==> config.mk <==
export PLATFORM = sky130hd
export DESIGN_NAME = alu4_issue_stage
export DESIGN_NICKNAME = d
export VERILOG_FILES = /design/src/rtl/alu4_pkg.sv /design/src/rtl/alu4_cmd_fifo.sv /design/src/rtl/alu4_issue_stage.sv
export SDC_FILE = /design/constraint.sdc
export NUM_CORES = 1
export LEC_CHECK = 0
export BUFFER_PORTS_ARGS = -buffer_cell sky130_fd_sc_hd__buf_2
export CAP_MARGIN = 20
export CORE_MARGIN = 1.5
export CORE_UTILIZATION = 25
export DETAILED_ROUTE_END_ITERATION = 10
export GPL_ROUTABILITY_DRIVEN = 0
export GPL_TIMING_DRIVEN = 0
export MAX_ROUTING_LAYER = met4
export PLACE_DENSITY_LB_ADDON = 0.1
export SYNTH_ARGS = -nofsm -noshare
export SYNTH_HDL_FRONTEND = slang
export SYNTH_SLANG_ARGS = --single-unit
==> constraint.sdc <==
create_clock -name clk -period 2.3 [get_ports clk]
set_clock_uncertainty 0.05 [all_clocks]
set_input_delay 0.23 -clock clk [delete_from_list [all_inputs] [get_ports clk]]
set_output_delay 0.23 -clock clk [all_outputs]
set_load 0.1 [all_outputs]
==> src/rtl/alu4_pkg.sv <==
// Shared constants and command record for the alu_4bit issue stage.
// ALU4_TAG_EN adds a 4-bit tag field to the command record.
package alu4_pkg;

  localparam int DW   = 4;
  localparam int OPW  = 2;
  localparam int TAGW = 4;

  typedef struct packed {
    logic [OPW-1:0]  op;
    logic [DW-1:0]   a;
    logic [DW-1:0]   b;
`ifdef ALU4_TAG_EN
    logic [TAGW-1:0] tag;
`endif
  } cmd_t;

endpackage

==> src/rtl/alu4_cmd_fifo.sv <==
// DEPTH-entry synchronous FIFO of cmd_t with a show-ahead head output.
// Full/empty come from read/write pointers carrying one extra wrap bit.
module alu4_cmd_fifo
  import alu4_pkg::*;
#(
  parameter int DEPTH = 4
) (
  input  logic                       clk,
  input  logic                       rst,
  input  logic                       push,
  input  cmd_t                       din,
  input  logic                       pop,
  output cmd_t                       dout,
  output logic                       full,
  output logic                       empty,
  output logic [$clog2(DEPTH+1)-1:0] count
);

  localparam int AW = $clog2(DEPTH);

  cmd_t          mem_q [DEPTH];
  logic [AW:0]   wr_ptr_q, wr_ptr_d;
  logic [AW:0]   rd_ptr_q, rd_ptr_d;

  always_comb begin
    wr_ptr_d = wr_ptr_q;
    rd_ptr_d = rd_ptr_q;
    if (push) wr_ptr_d = wr_ptr_q + 1'b1;
    if (pop)  rd_ptr_d = rd_ptr_q + 1'b1;
  end

  assign empty = (wr_ptr_q == rd_ptr_q);
  assign full  = (wr_ptr_q[AW] != rd_ptr_q[AW]) &&
                 (wr_ptr_q[AW-1:0] == rd_ptr_q[AW-1:0]);
  assign count = wr_ptr_q - rd_ptr_q;
  assign dout  = mem_q[rd_ptr_q[AW-1:0]];

  always_ff @(posedge clk or posedge rst) begin
    if (rst) begin
      wr_ptr_q <= '0;
      rd_ptr_q <= '0;
    end else begin
      wr_ptr_q <= wr_ptr_d;
      rd_ptr_q <= rd_ptr_d;
    end
  end

  // NOTE: storage is deliberately not reset; the pointers alone define which entries are live.
  always_ff @(posedge clk) begin
    if (push) mem_q[wr_ptr_q[AW-1:0]] <= din;
  end

endmodule

==> src/rtl/alu4_issue_stage.sv <==
// Command FIFO + issue register + result register around a combinational alu_4bit.
// Optional ALU4_TAG_EN carries a per-command tag from cmd_tag through to res_tag.
module alu4_issue_stage
  import alu4_pkg::*;
#(
  parameter int DEPTH = 4,
  parameter int DW    = alu4_pkg::DW,
  parameter int OPW   = alu4_pkg::OPW
) (
  input  logic                       clk,
  input  logic                       rst,
  input  logic                       cmd_valid,
  output logic                       cmd_ready,
  input  logic [OPW-1:0]             cmd_op,
  input  logic [DW-1:0]              cmd_a,
  input  logic [DW-1:0]              cmd_b,
`ifdef ALU4_TAG_EN
  input  logic [TAGW-1:0]            cmd_tag,
  output logic [TAGW-1:0]            res_tag,
`endif
  output logic [OPW-1:0]             alu_op,
  output logic [DW-1:0]              alu_a,
  output logic [DW-1:0]              alu_b,
  input  logic [DW-1:0]              alu_out,
  output logic                       res_valid,
  input  logic                       res_ready,
  output logic [DW-1:0]              res_data,
  output logic [OPW-1:0]             res_op,
  output logic [$clog2(DEPTH+1)-1:0] fifo_count
);

  cmd_t           push_cmd, head_cmd;
  cmd_t           iss_q, iss_d;
  logic           iss_v_q, iss_v_d;
  logic           res_valid_q, res_valid_d;
  logic [DW-1:0]  res_data_q, res_data_d;
  logic [OPW-1:0] res_op_q, res_op_d;
`ifdef ALU4_TAG_EN
  logic [TAGW-1:0] res_tag_q, res_tag_d;
`endif
  logic           full, empty, push, pop, advance;

  alu4_cmd_fifo #(.DEPTH(DEPTH)) u_fifo (
    .clk   (clk),
    .rst   (rst),
    .push  (push),
    .din   (push_cmd),
    .pop   (pop),
    .dout  (head_cmd),
    .full  (full),
    .empty (empty),
    .count (fifo_count)
  );

  // NOTE: every always_comb output gets a default first so no path can infer a latch.
  always_comb begin
    push_cmd    = '0;
    push_cmd.op = cmd_op;
    push_cmd.a  = cmd_a;
    push_cmd.b  = cmd_b;
`ifdef ALU4_TAG_EN
    push_cmd.tag = cmd_tag;
`endif

    push    = cmd_valid && !full;
    advance = iss_v_q && (!res_valid_q || res_ready);
    pop     = !empty && (!iss_v_q || advance);

    // An emptied slot keeps its operands so the ALU inputs do not toggle while idle.
    iss_v_d = iss_v_q;
    iss_d   = iss_q;
    if (pop) begin
      iss_v_d = 1'b1;
      iss_d   = head_cmd;
    end else if (advance) begin
      iss_v_d = 1'b0;
    end

    res_valid_d = res_valid_q;
    res_data_d  = res_data_q;
    res_op_d    = res_op_q;
`ifdef ALU4_TAG_EN
    res_tag_d   = res_tag_q;
`endif
    if (advance) begin
      res_valid_d = 1'b1;
      res_data_d  = alu_out;
      res_op_d    = iss_q.op;
`ifdef ALU4_TAG_EN
      res_tag_d   = iss_q.tag;
`endif
    end else if (res_ready) begin
      res_valid_d = 1'b0;
    end
  end

  // NOTE: sequential state uses non-blocking assignments so all flops update from pre-edge values.
  always_ff @(posedge clk or posedge rst) begin
    if (rst) begin
      iss_v_q     <= 1'b0;
      iss_q       <= '0;
      res_valid_q <= 1'b0;
      res_data_q  <= '0;
      res_op_q    <= '0;
`ifdef ALU4_TAG_EN
      res_tag_q   <= '0;
`endif
    end else begin
      iss_v_q     <= iss_v_d;
      iss_q       <= iss_d;
      res_valid_q <= res_valid_d;
      res_data_q  <= res_data_d;
      res_op_q    <= res_op_d;
`ifdef ALU4_TAG_EN
      res_tag_q   <= res_tag_d;
`endif
    end
  end

  assign cmd_ready = !full;
  assign alu_op    = iss_q.op;
  assign alu_a     = iss_q.a;
  assign alu_b     = iss_q.b;
  assign res_valid = res_valid_q;
  assign res_data  = res_data_q;
  assign res_op    = res_op_q;
`ifdef ALU4_TAG_EN
  assign res_tag   = res_tag_q;
`endif

endmodule

==> metrics.md <==
| Metric | Value |
|---|---|
| Status | complete, no violations |
| Reg-to-reg slack, setup | about 0.15 ns |
| Largest net degree at the start of global routing | 25 |
| Cells after DPL | 304 |
| Slowest stage cell, crit path | fa_1 |
| Final Net Count | 211 |
| Post-Syn Area | 2570 um^2 |
| Nature of the critical path endpoint | output port |
| Post-synthesis sequential area ratio | 0.701 |
| Core Region | approximately 10000 um^2 |
| Syn avg cell area | 19.5 um^2 |
| Number of max-cap violations | 0 |
| Final ANT Viol Nets | 0 |
| Vias | 1299 |
| Synth area leaders | edfxtp_1 47%, dfrtp_1 23%, mux4_2 8.8%, mux2_4 5.3%, mux2_2 3.9% |
| CTS sink cnt | 64 |
| Final-report hold violation count | 0 |
| Via/cell ratio | 4.02 |
| TritonCTS clock tree | done |
| Mapped Nets | 158 |
| Fmax | 0.461 GHz |
| Number of cell rows | 36 |
| Slew Viols, Final | 0 |
| Post-synth top cells | 40 x edfxtp_1, 24 x dfrtp_1, 10 x mux4_2 |
| Tightest Pin Transition | 0.534 ns |
| DIE AREA | 10900 um^2 |
| Share of cells above drive strength 1 | 0.505 |
| Slew Limit Headroom | 0.643 |
| Io pins | 39 |
| Die H | 104 um |
| Critical path, cell by cell | inv_1, ha_1, fa_1, xor2_2, buf_4 |
| Final setup vio count | 0 |
| First-pass GRT wire length | 7.59 mm |
| Yosys warnings | 0 |
| Synth Flop Type | edfxtp_1 |
| Hold Path Class | input pin to flip-flop |
| Non-filler cells, final | between 300 and 400 |
| Max clock buf depth | 2 |
| Total GRT Usage | 0.100 |
| Area share of the largest cell type after synthesis | 0.468 |
| Clk slew on worst S/H paths | 0.07 ns |
| Post-DP HPWL | 3.20 mm |
| Final TNS setup | 0 ns |
| DIE WIDTH | 104 um |
| Delay-heaviest family, CP | adder cells |
| Yosys top cell by area | edfxtp_1 |
| CP Launch Type | flip-flop |
| Crit path buffers/inverters | 2 |
| Clock latency on the worst-skew pair | 0.33 ns |
| Synth-to-layout area growth | 27.1% |
| GR Util met1 | 0.107 |
| DRT Pass-1 Iters | 4 |
| Syn Inst Count | 132 |
| H-tree Lvls | 3 |
| Initial antenna violation count | 0 |
| Final wirelength | 4.85 mm |
| PortBufs | 38 |
| Root buffer cell | clkbuf_8 |
| Distinct cells, synth | 23 |
| Vias in the first global route | 1445 |
| CTS Buf Count | 9 |
| GRT overflow | 0 |
| #FFs+latches synth | between 60 and 70 |
| Initial core utilization | 0.260 |
| Global routing usage on met3 | 0.0207 |
| Ant diodes | 0 |
| Detailed Route Iter0 Violations | 55 |
| Top-count cell post-synth | edfxtp_1 |
| Met2 GRT Util | 0.168 |
| GRT Max-Usage Layer | met2 |
| Ys async rst share | 0.375 |
| Final min period | 2.17 ns |
| Crit path required time | around 2 ns |
| CP arrival | 1.89 ns |
| Worst-path fanout max | 4 |
| Number of flops mapped to enable cells by yosys | 40 |
| DRC | 0 |
| Slowest cell delay on critical path | ~0.42 ns |
| Critical path type | flip-flop to output port |
| WL/cell | approximately 15 um |
| Final Cycle Share | 0.944 |
cell families after synthesis:
group	share of synthesized area
DFF	0.701
muxes	0.180
and+or+nand+nor	0.0244
buffers and inverters	0.0180
adders and majority gates	0.0419
xor gates and xnor gates	0.0234
AOI/OAI and AO/OA	0.0112
cells in the final DEF, fill, tap and decap left out, types with 2 or more instances in the layout:
cell	instances
xor2_2	2
buf_4	4
buf_6	2
nand2_1	4
xnor2_1	3
a31oi_2	2
mux2_4	9
bufinv_16	3
and2_4	3
ha_1	7
clkbuf_8	10
buf_2	36
mux2_2	9
edfxtp_1	40
nand2b_1	2
inv_1	7
dfrtp_1	23
mux4_2	10
cell type report:
cell class | count | area (um^2)
Buffer | 3 | 23.8
Clock buffer | 10 | 138
Clock inverter | 6 | 106
Fill cell | 955 | 6600
Inverter | 7 | 26.3
Multi-Input combinational cell | 58 | 748
Sequential cell | 64 | 1800
Tap cell | 133 | 166
Timing Repair Buffer | 42 | 254
timing repair:
item                                   in CTS  in global routing
endpoints found under the hold margin       0                  4
gates cloned                                0                  0
resized for setup                          11                  2
setup buffers                               0                  1
hold buffers                                0                  1
setup endpoints to repair                  56                 28
per-layer routing:
layer,share of wire,vias to the layer above
met4,0.025,0
li1,-,601
met2,0.52,29
met3,0.032,8
met5,0,-
met1,0.42,661
state kept, by name, summed over array words and instances, names as in the netlist:
signal,count
alu_op,2
u_fifo.rd_ptr_q,3
u_fifo.wr_ptr_q,3
res_op,2
iss_v_q,1
alu_a,4
res_valid,1
alu_b,4
res_data,4
u_fifo.mem_q,40
metrics by stage:
step / setup WS (ns) / hold slack [ns] / util / cell area, um^2
CTS: 0.0341 / 0.0456 / 0.326 / 3220
finish: 0.129 / 0.0644 / 0.331 / 3270
global placement: -0.998 / 0.391 / 0.297 / 2930
floorplan: 0.0658 / 0.195 / - / 2580
detailed placement: -0.708 / 0.403 / 0.299 / 2950
global route: -0.00662 / 0.0563 / 0.331 / 3270
final timing paths:
check | start | endpoint | cells past startpoint
worst max register to register | u_fifo.rd_ptr_q[1]$_DFFE_PP0P_ | alu_a[2]$_DFFE_PP0P_ | 7
min in group asynchronous | rst | alu_b[2]$_DFFE_PP0P_ | 3
worst min register to register | iss_v_q$_DFFE_PP0P_ | res_valid$_DFFE_PP0P_ | 1
worst min-delay path | cmd_b[0] | u_fifo.mem_q[3][0]$_DFFE_PP_ | 1
worst max-delay path | u_fifo.wr_ptr_q[0]$_DFFE_PP0P_ | fifo_count[2] | 5
max in group asynchronous | rst | u_fifo.rd_ptr_q[1]$_DFFE_PP0P_ | 4
Power is not shown: default switching activity piles up to over one toggle a cycle in this logic, so the estimate is an artifact.
